$ cat src/rtl/fetch_queue.sv
// Instruction fetch front-end: sequential word fetches, in-order response buffering and branch redirect.
// Optional performance counters are enabled with `define FETCH_QUEUE_PERF_EN.
module fetch_queue #(
  parameter int unsigned DEPTH           = 4,
  parameter int unsigned MAX_OUTSTANDING = 2,
  parameter logic [31:0] RESET_PC        = 32'h0000_0000
) (
  input  logic        clk,
  input  logic        rst,
  output logic        imem_req_valid,
  input  logic        imem_req_ready,
  output logic [31:0] imem_req_addr,
  input  logic        imem_resp_valid,
  input  logic [31:0] imem_resp_data,
  input  logic        redirect,
  input  logic [31:0] redirect_pc,
  output logic        out_valid,
  input  logic        out_ready,
  output logic [31:0] out_instr,
  output logic [31:0] out_pc
`ifdef FETCH_QUEUE_PERF_EN
  ,
  output logic [31:0] perf_redirects,
  output logic [31:0] perf_dropped,
  output logic [31:0] perf_stall_cycles
`endif
);

  localparam int unsigned PW = $clog2(DEPTH);
  localparam int unsigned CW = $clog2(DEPTH + 1);
  localparam int unsigned SW = CW + 1;
  localparam logic [SW-1:0] DEPTH_S   = SW'(DEPTH);
  localparam logic [CW-1:0] MAX_OUT_C = CW'(MAX_OUTSTANDING);

  logic [31:0]   fetchPc_q, fetchPc_d;
  logic [31:0]   respPc_q, respPc_d;
  logic [PW-1:0] rdPtr_q, rdPtr_d;
  logic [PW-1:0] wrPtr_q, wrPtr_d;
  logic [CW-1:0] count_q, count_d;
  logic [CW-1:0] outstanding_q, outstanding_d;
  logic [CW-1:0] dropCnt_q, dropCnt_d;
  logic [31:0]   instrMem_q [DEPTH];
  logic [31:0]   pcMem_q [DEPTH];

  logic          reqFire;
  logic          dropResp;
  logic          push;
  logic          pop;
  logic [SW-1:0] inFlight;
  logic [31:0]   redirectTarget;

  // Issue only when the FIFO has room reserved for every in-flight response.
  always_comb begin
    inFlight       = {1'b0, count_q} + {1'b0, outstanding_q};
    imem_req_valid = !rst && !redirect && (inFlight < DEPTH_S) && (outstanding_q < MAX_OUT_C);
    imem_req_addr  = fetchPc_q;
    out_valid      = !rst && (count_q != '0);
    out_instr      = instrMem_q[rdPtr_q];
    out_pc         = pcMem_q[rdPtr_q];
    reqFire        = imem_req_valid && imem_req_ready;
    dropResp       = imem_resp_valid && (redirect || (dropCnt_q != '0));
    push           = imem_resp_valid && !dropResp;
    pop            = out_valid && out_ready && !redirect;
    redirectTarget = redirect_pc & 32'hFFFF_FFFC;
  end

  always_comb begin
    fetchPc_d     = fetchPc_q;
    respPc_d      = respPc_q;
    rdPtr_d       = rdPtr_q;
    wrPtr_d       = wrPtr_q;
    count_d       = count_q;
    outstanding_d = outstanding_q;
    dropCnt_d     = dropCnt_q;
    if (redirect) begin
      // Every request still unanswered after this cycle returns stale data.
      fetchPc_d     = redirectTarget;
      respPc_d      = redirectTarget;
      rdPtr_d       = '0;
      wrPtr_d       = '0;
      count_d       = '0;
      outstanding_d = outstanding_q - CW'(imem_resp_valid);
      dropCnt_d     = outstanding_q - CW'(imem_resp_valid);
    end else begin
      if (reqFire) begin
        fetchPc_d = fetchPc_q + 32'd4;
      end
      if (push) begin
        respPc_d = respPc_q + 32'd4;
        wrPtr_d  = wrPtr_q + PW'(1);
      end
      if (pop) begin
        rdPtr_d = rdPtr_q + PW'(1);
      end
      if (dropResp) begin
        dropCnt_d = dropCnt_q - CW'(1);
      end
      count_d       = count_q + CW'(push) - CW'(pop);
      outstanding_d = outstanding_q + CW'(reqFire) - CW'(imem_resp_valid);
    end
  end

  always_ff @(posedge clk) begin
    if (rst) begin
      fetchPc_q     <= RESET_PC;
      respPc_q      <= RESET_PC;
      rdPtr_q       <= '0;
      wrPtr_q       <= '0;
      count_q       <= '0;
      outstanding_q <= '0;
      dropCnt_q     <= '0;
    end else begin
      fetchPc_q     <= fetchPc_d;
      respPc_q      <= respPc_d;
      rdPtr_q       <= rdPtr_d;
      wrPtr_q       <= wrPtr_d;
      count_q       <= count_d;
      outstanding_q <= outstanding_d;
      dropCnt_q     <= dropCnt_d;
    end
  end

  // Storage needs no reset; validity is tracked by count_q alone.
  always_ff @(posedge clk) begin
    if (!rst && push) begin
      instrMem_q[wrPtr_q] <= imem_resp_data;
      pcMem_q[wrPtr_q]    <= respPc_q;
    end
  end

`ifdef FETCH_QUEUE_PERF_EN
  logic [31:0] perfRedirects_q;
  logic [31:0] perfDropped_q;
  logic [31:0] perfStall_q;

  always_ff @(posedge clk) begin
    if (rst) begin
      perfRedirects_q <= '0;
      perfDropped_q   <= '0;
      perfStall_q     <= '0;
    end else begin
      if (redirect) begin
        perfRedirects_q <= perfRedirects_q + 32'd1;
      end
      if (dropResp) begin
        perfDropped_q <= perfDropped_q + 32'd1;
      end
      if (out_valid && !out_ready) begin
        perfStall_q <= perfStall_q + 32'd1;
      end
    end
  end

  assign perf_redirects    = perfRedirects_q;
  assign perf_dropped      = perfDropped_q;
  assign perf_stall_cycles = perfStall_q;
`endif

endmodule

$ cat config.mk
export PLATFORM = sky130hd
export DESIGN_NAME = fetch_queue
export DESIGN_NICKNAME = d
export VERILOG_FILES = /design/src/rtl/fetch_queue.sv
export SDC_FILE = /design/constraint.sdc
export NUM_CORES = 1
export LEC_CHECK = 0
export CELL_PAD_IN_SITES_DETAIL_PLACEMENT = 1
export CELL_PAD_IN_SITES_GLOBAL_PLACEMENT = 1
export CORE_UTILIZATION = 26
export CTS_CLUSTER_DIAMETER = 60
export DETAILED_ROUTE_END_ITERATION = 12
export PLACE_DENSITY = 0.49
export SLEW_MARGIN = 10
export SYNTH_ARGS = -nofsm -noshare
export SYNTH_HDL_FRONTEND = slang
export SYNTH_SLANG_ARGS = --single-unit
$ cat constraint.sdc
create_clock -name clk -period 4.9 [get_ports clk]
set_clock_uncertainty 0.2 [all_clocks]
set_input_delay 1.47 -clock clk [delete_from_list [all_inputs] [get_ports clk]]
set_output_delay 1.47 -clock clk [all_outputs]
set_load 0.1 [all_outputs]
# Word level (Yosys, flattened, before mapping)
# Memory sizes are Yosys's and may differ from the RTL's. A register that Yosys moved wholly into a read port is not among the register bits.
# Index checks and enable logic that the tools add are counted.
[word_totals] reg_bits=77 output_inout_bits=98 inputBits=70 mem_count=2 ram_bits=256
[mem_list] memory="instrMem_q" words=4 word_bits=32 read_ports=1 rd_ports_with_merged_regs=1 write_ports=1 line="42" rtl="logic [31:0] instrMem_q [DEPTH];"
[mem_list] memory="pcMem_q" words=4 word_bits=32 read_ports=1 rd_ports_with_merged_regs=1 write_ports=1 line="43" rtl="logic [31:0] pcMem_q [DEPTH];"
[op_classes] reduce_logical=20 n_lt_le_gt_ge=2 mux=13 n_addsub=11
[op_table] cell="$mux W32" count=4
[op_table] cell="$add A32 B3 Y32 const B" count=2
[op_table] cell="$logic_and A1 B1 Y1" count=10
[op_table] cell="$mux W3" count=3
[op_table] cell="$sub A3 B1 Y3" count=3
[op_table] cell="$mux W2" count=4
[op_table] cell="$add A3 B1 Y3" count=2
[op_table] cell="$reduce_bool A2 Y1" count=3
[op_table] cell="$reduce_bool A3 Y1" count=2
[op_table] cell="$add A2 B1 Y2 const B" count=2
[op_table] cell="$add A3 B3 Y4" count=1
[op_table] cell="$lt A4 B3 Y1 const B" count=1
[op_table] cell="$logic_not A1 Y1" count=3
[op_table] cell="$lt A3 B2 Y1 const B" count=1
[op_table] cell="$sub A3 B1 Y3 const B" count=1
[op_table] cell="$mux W1" count=2
[op_table] cell="$reduce_or A2 Y1" count=1
[op_table] cell="$logic_or A1 B1 Y1" count=1

# Longest topological paths before layout
# Gate-level depths: netlist of run 1.
[logic_depth] ltp_word=8 mapped_depth=13 ltp_nobuf=12

# Least setup slack after synthesis of run 1
# Ideal clock, no wire load.
[synth_path] path_type="input -> output" start="in rst" end="out out_valid" slack_ns=0.097 arrival_ns=3.133 required_ns=3.230 stages=3 path_buffers=2 cell_sequence="clkbuf_1 buf_1 nor2_1"
[synth_via] elab_chain_len=2
[synth_lines] item="start, declared" line="9" rtl="input logic rst,"
[synth_lines] item="$logic_not A1 Y1" line="57" rtl="out_valid = !rst && (count_q != '0);"
[synth_lines] item="$logic_and A1 B1 Y1" line="57"
[synth_lines] item="end, declared" line="17" rtl="output logic out_valid,"
# Every way passes these cells.

# Worst setup path in the final report of run 1
[layout_path] start="in redirect" end="out imem_req_valid"
[layout_via] elab_chain_len=4
[layout_lines] item="start, declared" line="15" rtl="input logic redirect,"
[layout_lines] item="$logic_not A1 Y1" line="55" rtl="imem_req_valid = !rst && !redirect && (inFlight < DEPTH_S) && (outstanding_q < MAX_OUT_C);"
[layout_lines] item="$logic_and A1 B1 Y1 (3 in a row)" line="55"
[layout_lines] item="end, declared" line="10" rtl="output logic imem_req_valid,"
# Every way passes these cells.

==> results.md, run 1 <==
- Final slew viol count: 0
- Setup tns final: 0 ps
- NetSw: 1680 uW
- FF-to-FF setup slack: 1930 ps
- Drt drc: 0
- Drt pass-1 iters: 4
- RSZ-0062 raised after global routing: false
- Reg2Reg Launch Point: respPc_q[4]
- Synth Area in Adders: 1.92%
- Num ports: 168
- Final GP Congestion: 0.741
- Yosys reg bits: 323
- Min-Delay Endpoint: wrPtr_q[1]
- H-Tree Depth: 2
- Crit path launch type: input pin
- Sequential power share: 46.9%
- Cells after Synth: 851
- Final Hold Viols: 0
- EDFF count, synth: 248
- Worst vdd ir: 0.000203 V
- GR Overflow Total: 0
- Routed Antenna Nets: 0
- Sequential element share of the synthesized area: 67.9%
- Synth top area share: 56.5%
- Worst slew pin tran: 1160 ps
- Hold Path Class: reg -> reg
- Worst EP required: 3230 ps
- Reg clk slew, reported paths: 50 ps
- Crit-path cells: clkdlybuf4s50_1 > nor2_1 > and3_1 > buf_12
- Kind of critical path: in -> out
- Post-Syn Area: 0.0132 mm^2
- Worst skew pair latency: 540 ps
- Distinct cell type count after synthesis: 59
- Worst Hold Depth: 2
- Vias in the first global route: 8625
- Via density per instance: 4.61
- Die Area: 0.0516 mm^2
- CTS sink cnt: 323
- Largest family of logic cells by synthesized area: multiplexers
- Crit share post-route: 89.7%
- Delay-heaviest family, CP: buffers and inverters
- Fillers: 5275
- CTS buffer count: 41
- Ys flop type: edfxtp_1
- Initial Util: 26.3%
- Status: complete, no violations
- Post-synthesis to final-layout area growth: 28.4%
- Worst R2R End: respPc_q[25]
- Final instance area: 0.0169 mm^2
- Commonest non-fill, non-tap cell in the layout: edfxtp_1
- WP buf/inv: 2
- HP Start: wrPtr_q[1]
- Post-CTS Setup Repair Bufs: 0
- Placed cell area: 0.0157 mm^2
- Critical path peak fanout: 5
- Routed vias: 8053
- Mean Syn Cell Area: 15.5 um^2
- Fmax achieved: 227 MHz
- Complex-gate fraction of the synthesized area: 5.22%
- Share of layout cells above drive strength 1: 21.3%
- Largest net degree at the start of global routing: 45
- CTS root buf: clkbuf_16
- Pint: 4920 uW
- Clock network fraction of total power: 43.3%
- Most frequent cells in the layout: 248 x edfxtp_1, 96 x clkdlybuf4s50_1, 82 x buf_4, 73 x dfxtp_1, 62 x mux4_2
- Ant diodes: 0
- Overall routing resource usage: 13.7%
- Die Wd: 227 um
- DRT iter0 DRCs: 404
- Area leader, netlist: edfxtp_1
- CTS tree: built
- WL per Instance: 20.0 um
- # nets final: 1132
- Largest stage delay, worst path: 540 ps
- CORE AREA: 0.0501 mm^2
- Comb pwr share: 9.8%
- Max-Cap Viols: 0
- Post-cts resize count: 0
- Initial antenna violation count: 0
- Post-synthesis async set-or-reset flop share: 0%
- P_leak: 0.00556 uW
- Synth warn: 0
- Row cnt: 82
- Largest cells by area after synthesis: edfxtp_1 57%, dfxtp_1 11%, mux4_2 11%
- # setup viols final: 0
- Fin crit period: 4400 ps
- Power Density: 390 mW/mm^2
- Port Buffers: 161
- XOR/XNOR Fraction of Synth Area: 2.66%
- Worst slew margin: 22.5%
- Slowest stage cell, crit path: clkdlybuf4s50_1
- Simple-Gate Fraction of Synth Area: 9.38%
- Routed WL: 34800 um
- Die height: 227 um
- Mux contribution to synthesized area: 10.8%
- DP HPWL: 23400 um
- Sw Share: 25.5%
- First-pass GRT wire length: 52900 um
- Crit path capture type: primary output
- Number of buffers inserted by hold repair at cts: 0
- Arrival time at the worst endpoint: 2730 ps
- CTS max path bufs: 3
- Reg2Reg Depth: 5
-- flip-flops by register name, indices dropped and copies added, names as in the netlist, named ones only --
register	count
count_q	3
dropCnt_q	3
imem_req_addr	30
instrMem_q	128
outstanding_q	3
pcMem_q	120
rdPtr_q	2
respPc_q	30
wrPtr_q	2
-- cells by family after synthesis --
kind of cell | after synthesis
compound gates | 107
fa+ha+maj | 19
simple gates | 230
flops | 323
other cells | 1
buf+inv | 67
xor+xnor | 40
mux | 64
-- layout make-up --
| type | count | area, um^2 | area share, % |
|---|---|---|---|
| flip-flops and latches | 323 | 8950 | 52.9 |
| multi-input cells | 464 | 3970 | 23.5 |
| repair buffers | 190 | 1800 | 10.6 |
| clock buffers | 49 | 1060 | 6.24 |
| well taps | 672 | 841 | 4.97 |
| clock inverters | 25 | 213 | 1.26 |
| inverters | 23 | 86.3 | 0.510 |
-- synth_stat cells (all sizes together), types with 5 or more instances --
library cell / instances
xnor2: 21
and3: 10
a31oi: 31
xor2: 19
nor3: 11
nor2: 55
nand4b: 6
o21ai: 15
edfxtp: 248
dfxtp: 75
mux4: 62
and2: 7
nand2: 49
a21oi: 19
nand4: 29
nor4: 9
and4: 7
clkbuf: 27
buf: 17
nand3: 27
inv: 22
ha: 17
or3: 5
a211oi: 19
a21boi: 6
-- through the flow --
| step | setup WS [ps] | hold WS [ps] | cells | total power (uW) | util, % |
|---|---|---|---|---|---|
| after global routing | 377 | 347 | 1746 | 6860 | 33.8 |
| after CTS | 446 | 306 | 1746 | 6710 | 33.8 |
| after floorplan | 97.4 | 260 | 854 | 3570 | - |
| final | 503 | 300 | 1746 | 6600 | 33.8 |
| after detailed placement | 351 | 299 | 1672 | 3810 | 31.3 |
| after global placement | 384 | 287 | 1672 | 3800 | 31.3 |
-- how the worst max path moves through the flow --
stage / start / to / slack (ps) / cells after the start
final: redirect / imem_req_valid / 500 / 4
after global routing: redirect / imem_req_valid / 380 / 4
after CTS: redirect / imem_req_valid / 450 / 4
after detailed placement: redirect / count_q[2] / 350 / 10
after global placement: redirect / count_q[2] / 380 / 10
after floorplan: rst / out_valid / 100 / 3
-- routing by layer --
layer  global-route usage [%]  routed length [um]  up-vias
li1                         -                   -     3736
met1                     18.1               15900     4085
met2                     22.5               16500      180
met3                     2.77                1600       52
met4                     4.63                 770        0
met5                        0                   0        -
-- power by group through the flow --
stage / Sequential (uW) / Clock (uW) / Combinational (uW)
finish: 3100 / 2860 / 650
global route: 3110 / 3060 / 695
CTS: 3100 / 2960 / 660
detailed placement: 3150 / 0 / 658
global placement: 3150 / 0 / 654
floorplan: 3230 / 0 / 342
-- tightest hold or removal path: stages, from the launching register on --
cell	delay, ps
dfxtp_1	340
nand2_1	60
a21oi_1	50
(Power assumes the default switching activity.)
==> run 2, diff against run 1 <==
Settings changed: PLACE_DENSITY 0.49 to default, PLACE_DENSITY_LB_ADDON from default to 0.1.
==> run 2 against run 1 <==
Hold slack better by 2.9 ps. Clock power is 7.7% higher. Cell area is 1.2% higher. Register-to-register slack better by 50 ps. Largest power group unchanged. Via count is 0.20% higher. Routed wire length is 2.7% higher. Power is 3.5% higher. Die area stayed put. Critical path depth stayed put. Utilization is 0.40 points higher.
==> results.md, run 2 (same netlist as run 1, synthesis figures left out) <==
- Vias in the first global route: 8759 (+1.6%)
- Hold Path Class: reg -> reg
- Fmax achieved: 227 MHz (-0.33%)
- Share of layout cells above drive strength 1: 22.4% (+1.1 points)
- Status: complete, no violations
- Reg clk slew, reported paths: 60 ps (about the same)
- Most frequent cells in the layout: 248 x edfxtp_1, 96 x clkdlybuf4s50_1, 83 x buf_4, 73 x dfxtp_1, 62 x mux4_2
- Critical path origin: redirect
- Drt pass-1 iters: 4 (unchanged)
- Post-synthesis to final-layout area growth: 30.0%
- DP HPWL: 24100 um (+3.0%)
- Num ports: 168 (unchanged)
- # nets final: 1137 (+0.44%)
- Power Density: 399 mW/mm^2 (+2.3%)
- P_leak: 0.00563 uW (+1.3%)
- Worst slew pin tran: 1010 ps (-148 ps)
- Final Hold Viols: 0 (unchanged)
- Die height: 227 um (unchanged)
- Routed vias: 8069 (+0.20%)
- Setup tns final: 0 ps (unchanged)
- Initial Util: 26.3% (unchanged)
- WL per Instance: 20.4 um (+2.4%)
- Overall routing resource usage: 14.1% (+0.39 points)
- Routed Antenna Nets: 0 (unchanged)
- CTS tree: built
- Worst slew margin: 32.4% (+9.9 points)
- GR Overflow Total: 0 (unchanged)
- Die Area: 0.0516 mm^2 (unchanged)
- Ant diodes: 0 (unchanged)
- HP Start: wrPtr_q[1]
- Initial antenna violation count: 1 (+1)
- Via density per instance: 4.61 (-0.14%)
- CTS buffer count: 42 (+2.4%)
- Crit path capture type: primary output
- Routed WL: 35800 um (+2.7%)
- Crit share post-route: 90.0% (+0.30 points)
- CTS sink cnt: 323 (unchanged)
- RSZ-0062 raised after global routing: false
- Final GP Congestion: 0.717 (-3.2%)
- Fin crit period: 4410 ps (+14.7 ps)
- CTS max path bufs: 3 (unchanged)
- Biggest register: instrMem_q
- Arrival time at the worst endpoint: 2740 ps (about the same)
- Util after Layout: 34.2% (+0.40 points)
- Largest net degree at the start of global routing: 52 (+16%)
- Critical path peak fanout: 5 (unchanged)
- H-Tree Depth: 2 (unchanged)
- Largest registers: instrMem_q x128, pcMem_q x120
- Crit path launch type: input pin
- Worst EP required: 3230 ps (about the same)
- Kind of critical path: in -> out
- # setup viols final: 0 (unchanged)
- Worst skew pair latency: 560 ps (+20 ps)
- Die Wd: 227 um (unchanged)
- First-pass GRT wire length: 54500 um (+2.9%)
- Post-cts resize count: 0 (unchanged)
- Commonest non-fill, non-tap cell in the layout: edfxtp_1
- DRT iter0 DRCs: 384 (-5.0%)
- Post-CTS Setup Repair Bufs: 0 (unchanged)
- Max-Cap Viols: 0 (unchanged)
- CORE AREA: 0.0501 mm^2 (unchanged)
- Largest register FFs: 128 (unchanged)
- CTS root buf: clkbuf_16
- Worst vdd ir: 0.000231 V (+13%)
- Port Buffers: 161 (unchanged)
- Drt drc: 0 (unchanged)
- Tot Pwr: 6830 uW (+3.5%)
- Reg2Reg Launch Point: count_q[2]
- Final slew viol count: 0 (unchanged)
- Number of buffers inserted by hold repair at cts: 0 (unchanged)
- Row cnt: 82 (unchanged)
-- run 2: final timing paths --
check / end / slack, ps / cells past startpoint
min reg2reg: wrPtr_q[1] / 300 / 2
max: imem_req_valid / 490 / 4
max reg2reg: outstanding_q[2] / 1980 / 11
min: wrPtr_q[1] / 300 / 2
-- run 2: cell type report --
class / instances / area [um^2]
clock buffers: 52 / 1120
clock inverters: 24 / 275
fillers: 5227 / 32900
inverters: 23 / 86.3
multi-input cells: 464 / 3980
flip-flops and latches: 323 / 8950
well taps: 672 / 841
repair buffers: 194 / 1870
-- run 2: through the flow --
| stage | worst slack (ps) | hold WS, ps | std cells | area [um^2] |
|---|---|---|---|---|
| after floorplan | 97.4 | 260 | 854 | 13200 |
| after global placement | 460 | 289 | 1676 | 15700 |
| after detailed placement | 470 | 299 | 1676 | 15700 |
| after CTS | 449 | 306 | 1752 | 17100 |
| after global routing | 408 | 349 | 1752 | 17100 |
| final | 488 | 303 | 1752 | 17100 |
-- run 2: where the power goes --
| part | total (uW) | switching (uW) | internal (uW) |
|---|---|---|---|
| combinational | 653 | 452 | 201 |
| sequential | 3090 | 79.3 | 3020 |
| clock | 3080 | 1230 | 1860 |
-- run 2: worst max-delay path: stages --
cell and delay [ps]:
clkdlybuf4s50_1 540, nor2_1 220, and3_1 300, buf_12 210
-- run 2: metal layers --
| metal | up-vias | routed length, um | GRT usage [%] |
|---|---|---|---|
| met5 | - | 0 | 0 |
| met4 | 0 | 691 | 4.57 |
| met3 | 45 | 1690 | 2.89 |
| met2 | 165 | 16500 | 22.4 |
| met1 | 4107 | 16900 | 19.2 |
| li1 | 3752 | - | - |
==> run 3, diff against run 2 <==
Settings changed: GPL_ROUTABILITY_DRIVEN from default to 1.
==> results of run 3 <==
Same layout as run 2: the final DEF is identical, and so are final timing and power.
